### config.mk
export PLATFORM = sky130hd
export DESIGN_NAME = dlx_operand_fetch
export DESIGN_NICKNAME = d
export VERILOG_FILES = /design/src/rtl/dlx_operand_fetch.sv
export SDC_FILE = /design/constraint.sdc
export NUM_CORES = 1
export LEC_CHECK = 0
export CAP_MARGIN = 30
export CORE_MARGIN = 2
export CORE_UTILIZATION = 41
export DETAILED_ROUTE_END_ITERATION = 10
export PLACE_DENSITY = 0.89
export SYNTH_ARGS = -nofsm -noshare
export SYNTH_HDL_FRONTEND = slang
export SYNTH_SLANG_ARGS = --single-unit
### constraint.sdc
create_clock -name Clock -period 2.1 [get_ports Clock]
set_clock_uncertainty 0.1 [all_clocks]
set_input_delay 0.42 -clock Clock [delete_from_list [all_inputs] [get_ports Clock]]
set_output_delay 0.42 -clock Clock [all_outputs]
set_load 0.02 [all_outputs]
### src/rtl/dlx_operand_fetch.sv
// DLX decode/operand-fetch stage: IDLE accepts an instruction, READ fetches operands, HOLD presents the bundle.
// Optional OPFETCH_BYPASS_EN forwards a same-cycle register write into the latched operands.
module dlx_operand_fetch #(
  parameter int DATA_W = 32,
  parameter int ADDR_W = 5
) (
  input  logic              Clock,
  input  logic              Reset,
  input  logic              InValid,
  output logic              InReady,
  input  logic [31:0]       Instr,
  output logic [ADDR_W-1:0] ReadAddr1,
  output logic [ADDR_W-1:0] ReadAddr2,
  input  logic [DATA_W-1:0] ReadData1,
  input  logic [DATA_W-1:0] ReadData2,
  input  logic              RegWrite,
  input  logic [ADDR_W-1:0] WriteAddr,
  input  logic [DATA_W-1:0] WriteData,
  output logic              OutValid,
  input  logic              OutReady,
  output logic [DATA_W-1:0] OpA,
  output logic [DATA_W-1:0] OpB,
  output logic [DATA_W-1:0] Imm,
  output logic [ADDR_W-1:0] RdAddr,
  output logic [5:0]        Opcode,
  output logic [10:0]       Func
);

  typedef enum logic [1:0] {IDLE, READ, HOLD} stateType;

  localparam logic [5:0] OP_RTYPE = 6'h00;
  localparam logic [5:0] OP_J     = 6'h02;
  localparam logic [5:0] OP_JAL   = 6'h03;

  stateType          state;
  stateType          nextState;
  logic [31:0]       ir;
  logic [5:0]        irOpcode;
  logic [DATA_W-1:0] fetchA;
  logic [DATA_W-1:0] fetchB;
  logic [DATA_W-1:0] decodedImm;
  logic [ADDR_W-1:0] decodedRd;

  assign irOpcode = ir[31:26];

  always_ff @(posedge Clock) begin
    if (Reset) state <= IDLE;
    else       state <= nextState;
  end

  always_comb begin
    nextState = state;
    InReady   = 1'b0;
    OutValid  = 1'b0;
    case (state)
      IDLE: begin
        InReady = 1'b1;
        if (InValid) nextState = READ;
      end
      READ: nextState = HOLD;
      HOLD: begin
        OutValid = 1'b1;
        if (OutReady) nextState = IDLE;
      end
      default: nextState = IDLE;
    endcase
  end

  // Jumps carry a 26-bit offset; everything else a 16-bit immediate.
  always_comb begin
    decodedImm = {{(DATA_W-16){ir[15]}}, ir[15:0]};
    decodedRd  = ADDR_W'(ir[20:16]);
    if (irOpcode == OP_J || irOpcode == OP_JAL)
      decodedImm = {{(DATA_W-26){ir[25]}}, ir[25:0]};
    if (irOpcode == OP_RTYPE)
      decodedRd = ADDR_W'(ir[15:11]);
    else if (irOpcode == OP_JAL)
      decodedRd = ADDR_W'(5'd31);
  end

`ifdef OPFETCH_BYPASS_EN
  assign fetchA = (RegWrite && WriteAddr == ReadAddr1) ? WriteData : ReadData1;
  assign fetchB = (RegWrite && WriteAddr == ReadAddr2) ? WriteData : ReadData2;
`else
  logic unusedSnoop;
  assign unusedSnoop = ^{RegWrite, WriteAddr, WriteData};
  assign fetchA = ReadData1;
  assign fetchB = ReadData2;
`endif

  // Read addresses are registered at accept so they are stable for the whole READ cycle.
  always_ff @(posedge Clock) begin
    if (Reset) begin
      ir        <= '0;
      ReadAddr1 <= '0;
      ReadAddr2 <= '0;
      OpA       <= '0;
      OpB       <= '0;
      Imm       <= '0;
      RdAddr    <= '0;
      Opcode    <= '0;
      Func      <= '0;
    end else begin
      if (state == IDLE && InValid) begin
        ir        <= Instr;
        ReadAddr1 <= ADDR_W'(Instr[25:21]);
        ReadAddr2 <= ADDR_W'(Instr[20:16]);
      end
      if (state == READ) begin
        OpA    <= (ReadAddr1 == '0) ? '0 : fetchA;
        OpB    <= (ReadAddr2 == '0) ? '0 : fetchB;
        Imm    <= decodedImm;
        RdAddr <= decodedRd;
        Opcode <= irOpcode;
        Func   <= ir[10:0];
      end
    end
  end

endmodule
==> results of run 1 <==
[registers in the layout, indices dropped and copies added, names as in the netlist]
| signal | cells |
|---|---|
| OpA | 32 |
| Imm | 26 |
| ReadAddr2 | 4 |
| Opcode | 6 |
| OpB | 32 |
| RdAddr | 5 |
| state | 2 |
| ir | 24 |
| ReadAddr1 | 4 |
[worst max-delay path by stage]
stage                            start           end  slack [ns]  cells after the start
final                          Imm[30]       Imm[29]        0.07                      1
after global routing           Imm[30]       Imm[25]       0.004                      1
after detailed placement       InValid         ir[2]        0.14                      5
after CTS                      Imm[30]       Imm[26]       0.008                      1
after floorplan           ReadAddr1[0]       OpA[21]        0.56                      5
after global placement         InValid  ReadAddr2[1]        0.20                      5
[placed cells by master, fill, tap and decap left out, drive strengths merged]
master | Yosys | final
clkdlybuf4s50 | 0 | 221
nor2b | 3 | 3
inv | 6 | 6
nor4 | 1 | 1
a311oi | 10 | 10
dlymetal6s2s | 0 | 6
buf | 57 | 18
mux2i | 32 | 32
o211ai | 64 | 64
nand3 | 10 | 10
nand2 | 108 | 108
xor2 | 1 | 1
clkbuf | 30 | 22
or4 | 3 | 3
a21oi | 92 | 92
nand4b | 5 | 5
nand2b | 2 | 2
nor2 | 45 | 45
clkinvlp | 0 | 3
nor3b | 1 | 1
o21ai | 1 | 1
dfxtp | 135 | 135
dlygate4sd2 | 0 | 1
bufinv | 0 | 1
clkinv | 0 | 5
o311a | 5 | 5
[power breakdown]
part	internal, W	switching (W)
combinational	0.000552	0.000646
clock	0.00167	0.00107
sequential	0.00269	0.0000880
total	0.00491	0.00181
[kinds of logic after synthesis]
group                  count (synthesis)
AND/OR/NAND/NOR                      178
AO/OA/AOI/OAI                        172
flip-flops                           135
buffers and inverters                 93
multiplexers                          32
XOR/XNOR                               1
[layer usage]
metal / vias up / track usage (%) / wire length [um]
li1: 2456 / - / -
met1: 2371 / 24.1 / 6550
met2: 155 / 36.4 / 7990
met3: 34 / 6.93 / 1050
met4: 0 / 9.91 / 350
met5: - / 0 / 0
[through the flow]
| stage | instances | setup WS (ns) | hold WS (ns) | area (um2) | utilization (%) |
|---|---|---|---|---|---|
| after global routing | 981 | 0.00351 | 0.338 | 8460 | 61.7 |
| after CTS | 981 | 0.00818 | 0.321 | 8440 | 61.5 |
| after global placement | 950 | 0.196 | 0.335 | 7900 | 57.6 |
| after detailed placement | 950 | 0.145 | 0.344 | 7900 | 57.6 |
| final | 981 | 0.0722 | 0.339 | 8460 | 61.7 |
| after floorplan | 611 | 0.558 | 0.331 | 5680 | - |
[what timing repair did]
action | in CTS | in global routing
gates cloned | 0 | 0
endpoints found under the setup margin | 1 | 8
gates resized for setup | 1 | 6
[final cells by class]
class	instances	area, um2
Clock buffer	22	464
Clock inverter	9	77.6
Fill cell	1155	5260
Inverter	6	22.5
Multi-Input combinational cell	383	2450
Sequential cell	135	2700
Tap cell	180	225
Timing Repair Buffer	246	2520
==> flow_metrics.env, run 1 <==
export IMPL_peakVddDrop_uv=456
export IMPL_cts_num_sinks=135
export IMPL_cts_setup_buffers=0
export IMPL_clock_latency_ns=0.41
export IMPL_worstHoldEndpoint="ir[27]"
export IMPL_critPathKind="reg2out"
export IMPL_timing_slew_headroom_pct=61.1
export IMPL_muxShareOfSynthArea_pct=5.64
export IMPL_tns_ns=0
export IMPL_drtIter0Drc=244
export IMPL_synth_top_area_cell="dfxtp_1"
export IMPL_final_nets=927
export IMPL_synth_nets=749
export IMPL_p_total_w=0.00672
export IMPL_viasPerCell=5.11
export IMPL_drive_above_1_share_pct=13.1
export IMPL_r2r_start="ir[31]"
export IMPL_yosysUniqueCellTypes=26
export IMPL_worstHoldStart="Reset"
export IMPL_synth_compound_area_share_pct=23.5
export IMPL_synth_xor_area_share_pct=0.154
export IMPL_final_hold_viol_count=0
export IMPL_area_delta_synth_final_pct=48.9
export IMPL_synth_top_area_share_pct=47.6
export IMPL_antenna_found_initial=0
export IMPL_grt_setup_unrepaired="no"
export IMPL_netlist_area_um2=5680
export IMPL_die_w_um=122
export IMPL_grt_pass1_vias=4944
export IMPL_slew_viol_final=0
export IMPL_slowest_stage="clkdlybuf4s50_1"
export IMPL_start_util_pct=41.4
export IMPL_synth_edff_count=0
export IMPL_gr_total_overflow=0
export IMPL_tightestPinTransition_ns=0.583
export IMPL_start_kind="flip-flop"
export IMPL_ys_seq_area_share_pct=47.6
export IMPL_rrSetupSlack_ns=0.32
export IMPL_grt_util_all_layers_pct=21.3
export IMPL_cts_root_buf="clkbuf_16"
export IMPL_crit_required_ns=1.58
export IMPL_crit_chain="clkdlybuf4s50_1"
export IMPL_diodes=0
export IMPL_p_leak_nw=3.06
export IMPL_die_area_um2=14800
export IMPL_crit_buf_inv=1
export IMPL_cts_buffer_depth=2
export IMPL_vias=5016
export IMPL_wl_um=15900
export IMPL_grt_pass1_wl_um=24600
export IMPL_port_buffer_count=229
export IMPL_outcome="finished, final reports clean"
export IMPL_row_count=43
export IMPL_crit_family="buffers and inverters"
export IMPL_synth_most_common_cell="dfxtp_1"
export IMPL_routedWlPerCell_um=16.2
export IMPL_gp_congestion=0.721
export IMPL_clk_pin_slew_worst_paths_ns=0.06
export IMPL_cts_tree="built"
export IMPL_drc_errors=0
export IMPL_synth_simple_area_share_pct=13.3
export IMPL_rr_worst_depth=3
export IMPL_ys_warn_count=0
export IMPL_hold_depth=2
export IMPL_postCtsHoldBufs=0
export IMPL_synth_top_family_by_area="compound AO/OA/AOI/OAI gates"
export IMPL_synth_async_reset_ratio_pct=0
export IMPL_finalCriticalPeriod_ns=2.03
export IMPL_synthTopCellsByCount="135 x dfxtp_1, 108 x nand2_1, 92 x a21oi_1"
export IMPL_r2r_end="Imm[17]"
export IMPL_finalSetupViolCount=0
export IMPL_grt_start_max_net_pins=67
export IMPL_io_pins=268
export IMPL_cap_violations=0
export IMPL_powerDensity_nw_per_um2=794
export IMPL_htreeDepth=4
export IMPL_min_path_type="in2reg"
export IMPL_timing_fmax_ghz=0.493
export IMPL_synth_top_flop_cell="dfxtp_1"
export IMPL_fp_coreArea_um2=13700
export IMPL_critPathArrivalTime_ns=1.51
export IMPL_place_hpwl_um=10700
export IMPL_synth_avg_cell_area_um2=9.30
export IMPL_period_share_pct=96.6
export IMPL_cp_max_fo=8
export IMPL_die_h_um=122
export IMPL_cts_made_buffers=17
export IMPL_critPathCaptureType="primary output"
export IMPL_dr_pass1_iters=4
export IMPL_crit_path_max_incr_delay_ns=0.65
export IMPL_netlist_instances=611
export IMPL_postRouteAntennaNets=0
export IMPL_synth_area_leaders="dfxtp_1 48%, o211ai_2 11%, a21oi_1 8.1%"
export IMPL_synthAdderAreaFrac_pct=0
export IMPL_synth_seq_cells=135
(Power assumes the default switching activity.)
==> run 2, diff against run 1 <==
--- a/config.mk
+++ b/config.mk
@@ -9,7 +9,7 @@
 export CORE_MARGIN = 2
 export CORE_UTILIZATION = 41
 export DETAILED_ROUTE_END_ITERATION = 10
-export PLACE_DENSITY = 0.89
+export PLACE_DENSITY_LB_ADDON = 0.05
 export SYNTH_ARGS = -nofsm -noshare
 export SYNTH_HDL_FRONTEND = slang
 export SYNTH_SLANG_ARGS = --single-unit
==> flow_metrics.env, run 2 (synthesis gave the netlist of run 1 again) <==
export IMPL_cts_made_buffers=17
export IMPL_start_kind="flip-flop"
export IMPL_start_util_pct=41.4
export IMPL_slowest_stage="clkdlybuf4s50_1"
export IMPL_postRouteAntennaNets=0
export IMPL_grt_setup_unrepaired="no"
export IMPL_grtUsageMet3_pct=6.09
export IMPL_p_leak_nw=3.02
export IMPL_crit_buf_inv=1
export IMPL_tightestPinTransition_ns=0.593
export IMPL_clk_pin_slew_worst_paths_ns=0.05
export IMPL_htreeDepth=4
export IMPL_row_count=43
export IMPL_crit_required_ns=1.58
export IMPL_cts_buffer_depth=2
export IMPL_dr_pass1_iters=4
export IMPL_finalCriticalPeriod_ns=2.02
export IMPL_dp_cells=949
export IMPL_crit_family="buffers and inverters"
export IMPL_grt_use_met1_pct=25.6
export IMPL_use_met2_pct=35.7
export IMPL_cts_root_buf="clkbuf_16"
export IMPL_cap_violations=0
export IMPL_cts_num_sinks=135
export IMPL_powerDensity_nw_per_um2=839
export IMPL_place_hpwl_um=10800
export IMPL_final_common_cell="clkdlybuf4s50_1"
export IMPL_drc_errors=0
export IMPL_vias=4977
export IMPL_fp_coreArea_um2=13700
export IMPL_slew_viol_final=0
export IMPL_io_pins=268
export IMPL_period_share_pct=96.2
export IMPL_grt_pass1_vias=4633
export IMPL_grt_start_max_net_pins=74
export IMPL_final_nets=926
export IMPL_reg_top3="OpA: 32 flops, OpB: 32 flops, Imm: 26 flops"
export IMPL_routedWlPerCell_um=16.5
export IMPL_whs_ns=0.336
export IMPL_grt_pass1_wl_um=24300
export IMPL_peakVddDrop_uv=502
export IMPL_clock_latency_ns=0.41
export IMPL_crit_path_max_incr_delay_ns=0.66
export IMPL_postCtsHoldBufs=0
export IMPL_port_buffer_count=229
export IMPL_mostFrequentLayoutCells="226 x clkdlybuf4s50_1, 134 x dfxtp_1, 108 x nand2_1"
export IMPL_layout_cells_non_filler=981
export IMPL_critPathKind="reg2out"
export IMPL_outcome="finished, final reports clean"
export IMPL_viasPerCell=5.07
export IMPL_critPathArrivalTime_ns=1.50
export IMPL_cts_tree="built"
export IMPL_area_delta_synth_final_pct=49.8
export IMPL_critPathCaptureType="primary output"
export IMPL_timing_fmax_ghz=0.495
export IMPL_crit_chain="clkdlybuf4s50_1"
export IMPL_wl_um=16200
export IMPL_grt_util_all_layers_pct=21.1
export IMPL_busiest_layer="met2"
export IMPL_timing_slew_headroom_pct=60.5
export IMPL_die_w_um=122
export IMPL_tns_ns=0
export IMPL_die_area_um2=14800
export IMPL_cp_max_fo=8
export IMPL_p_total_w=0.00714
export IMPL_finalSetupViolCount=0
export IMPL_drive_above_1_share_pct=13.0
export IMPL_final_hold_viol_count=0
export IMPL_min_path_type="in2reg"
export IMPL_antenna_found_initial=0
export IMPL_drtIter0Drc=257
export IMPL_gp_congestion=0.770
export IMPL_gr_total_overflow=0
export IMPL_diodes=0
export IMPL_die_h_um=122
[run 2: final timing paths]
check                           slack [ns]  cells after the start         start       to
worst max-delay path                  0.08                      1       Imm[30]  Imm[29]
worst min-delay path                  0.34                      2         Reset   ir[27]
worst max register to register        0.28                      3  ReadAddr1[0]  OpA[30]
worst min register to register        0.35                      2       OpB[11]  OpB[11]
[run 2: metal layers]
metal / wire length, um / vias up / share of wire, %
met5: 0 / - / 0
met4: 231 / 0 / 1.4
met3: 1110 / 21 / 6.8
met2: 7950 / 173 / 49
met1: 6920 / 2334 / 43
li1: - / 2449 / -
[run 2: report_power, final]
group	switching (W)	internal, W	total (W)
registers	0.0000870	0.00269	0.00278
logic	0.000647	0.000545	0.00119
clock network	0.00105	0.00213	0.00318
[run 2: final cells by class]
type                    instances  area [um2]
repair buffers                245        2490
fillers                      1197        5210
flip-flops and latches        135        2700
clock inverters                10         175
multi-input cells             383        2450
inverters                       6        22.5
clock buffers                  22         454
well taps                     180         225
[run 2: timing repair]
| action | in CTS | in global routing |
|---|---|---|
| resized for setup | 1 | 1 |
| pin swaps | 0 | 0 |
| setup endpoints to repair | 1 | 1 |
| buffers inserted | 0 | 0 |
[run 2: metrics by stage]
step	utilization, %	setup slack [ns]	cell area [um2]
3_3_place_gp	57.5	0.207	7880
3_5_place_dp	57.5	0.151	7880
4_1_cts	62.0	0.0177	8510
5_1_grt	62.1	0.0116	8510
6_report	62.1	0.0790	8510
2_1_floorplan	-	0.558	5680
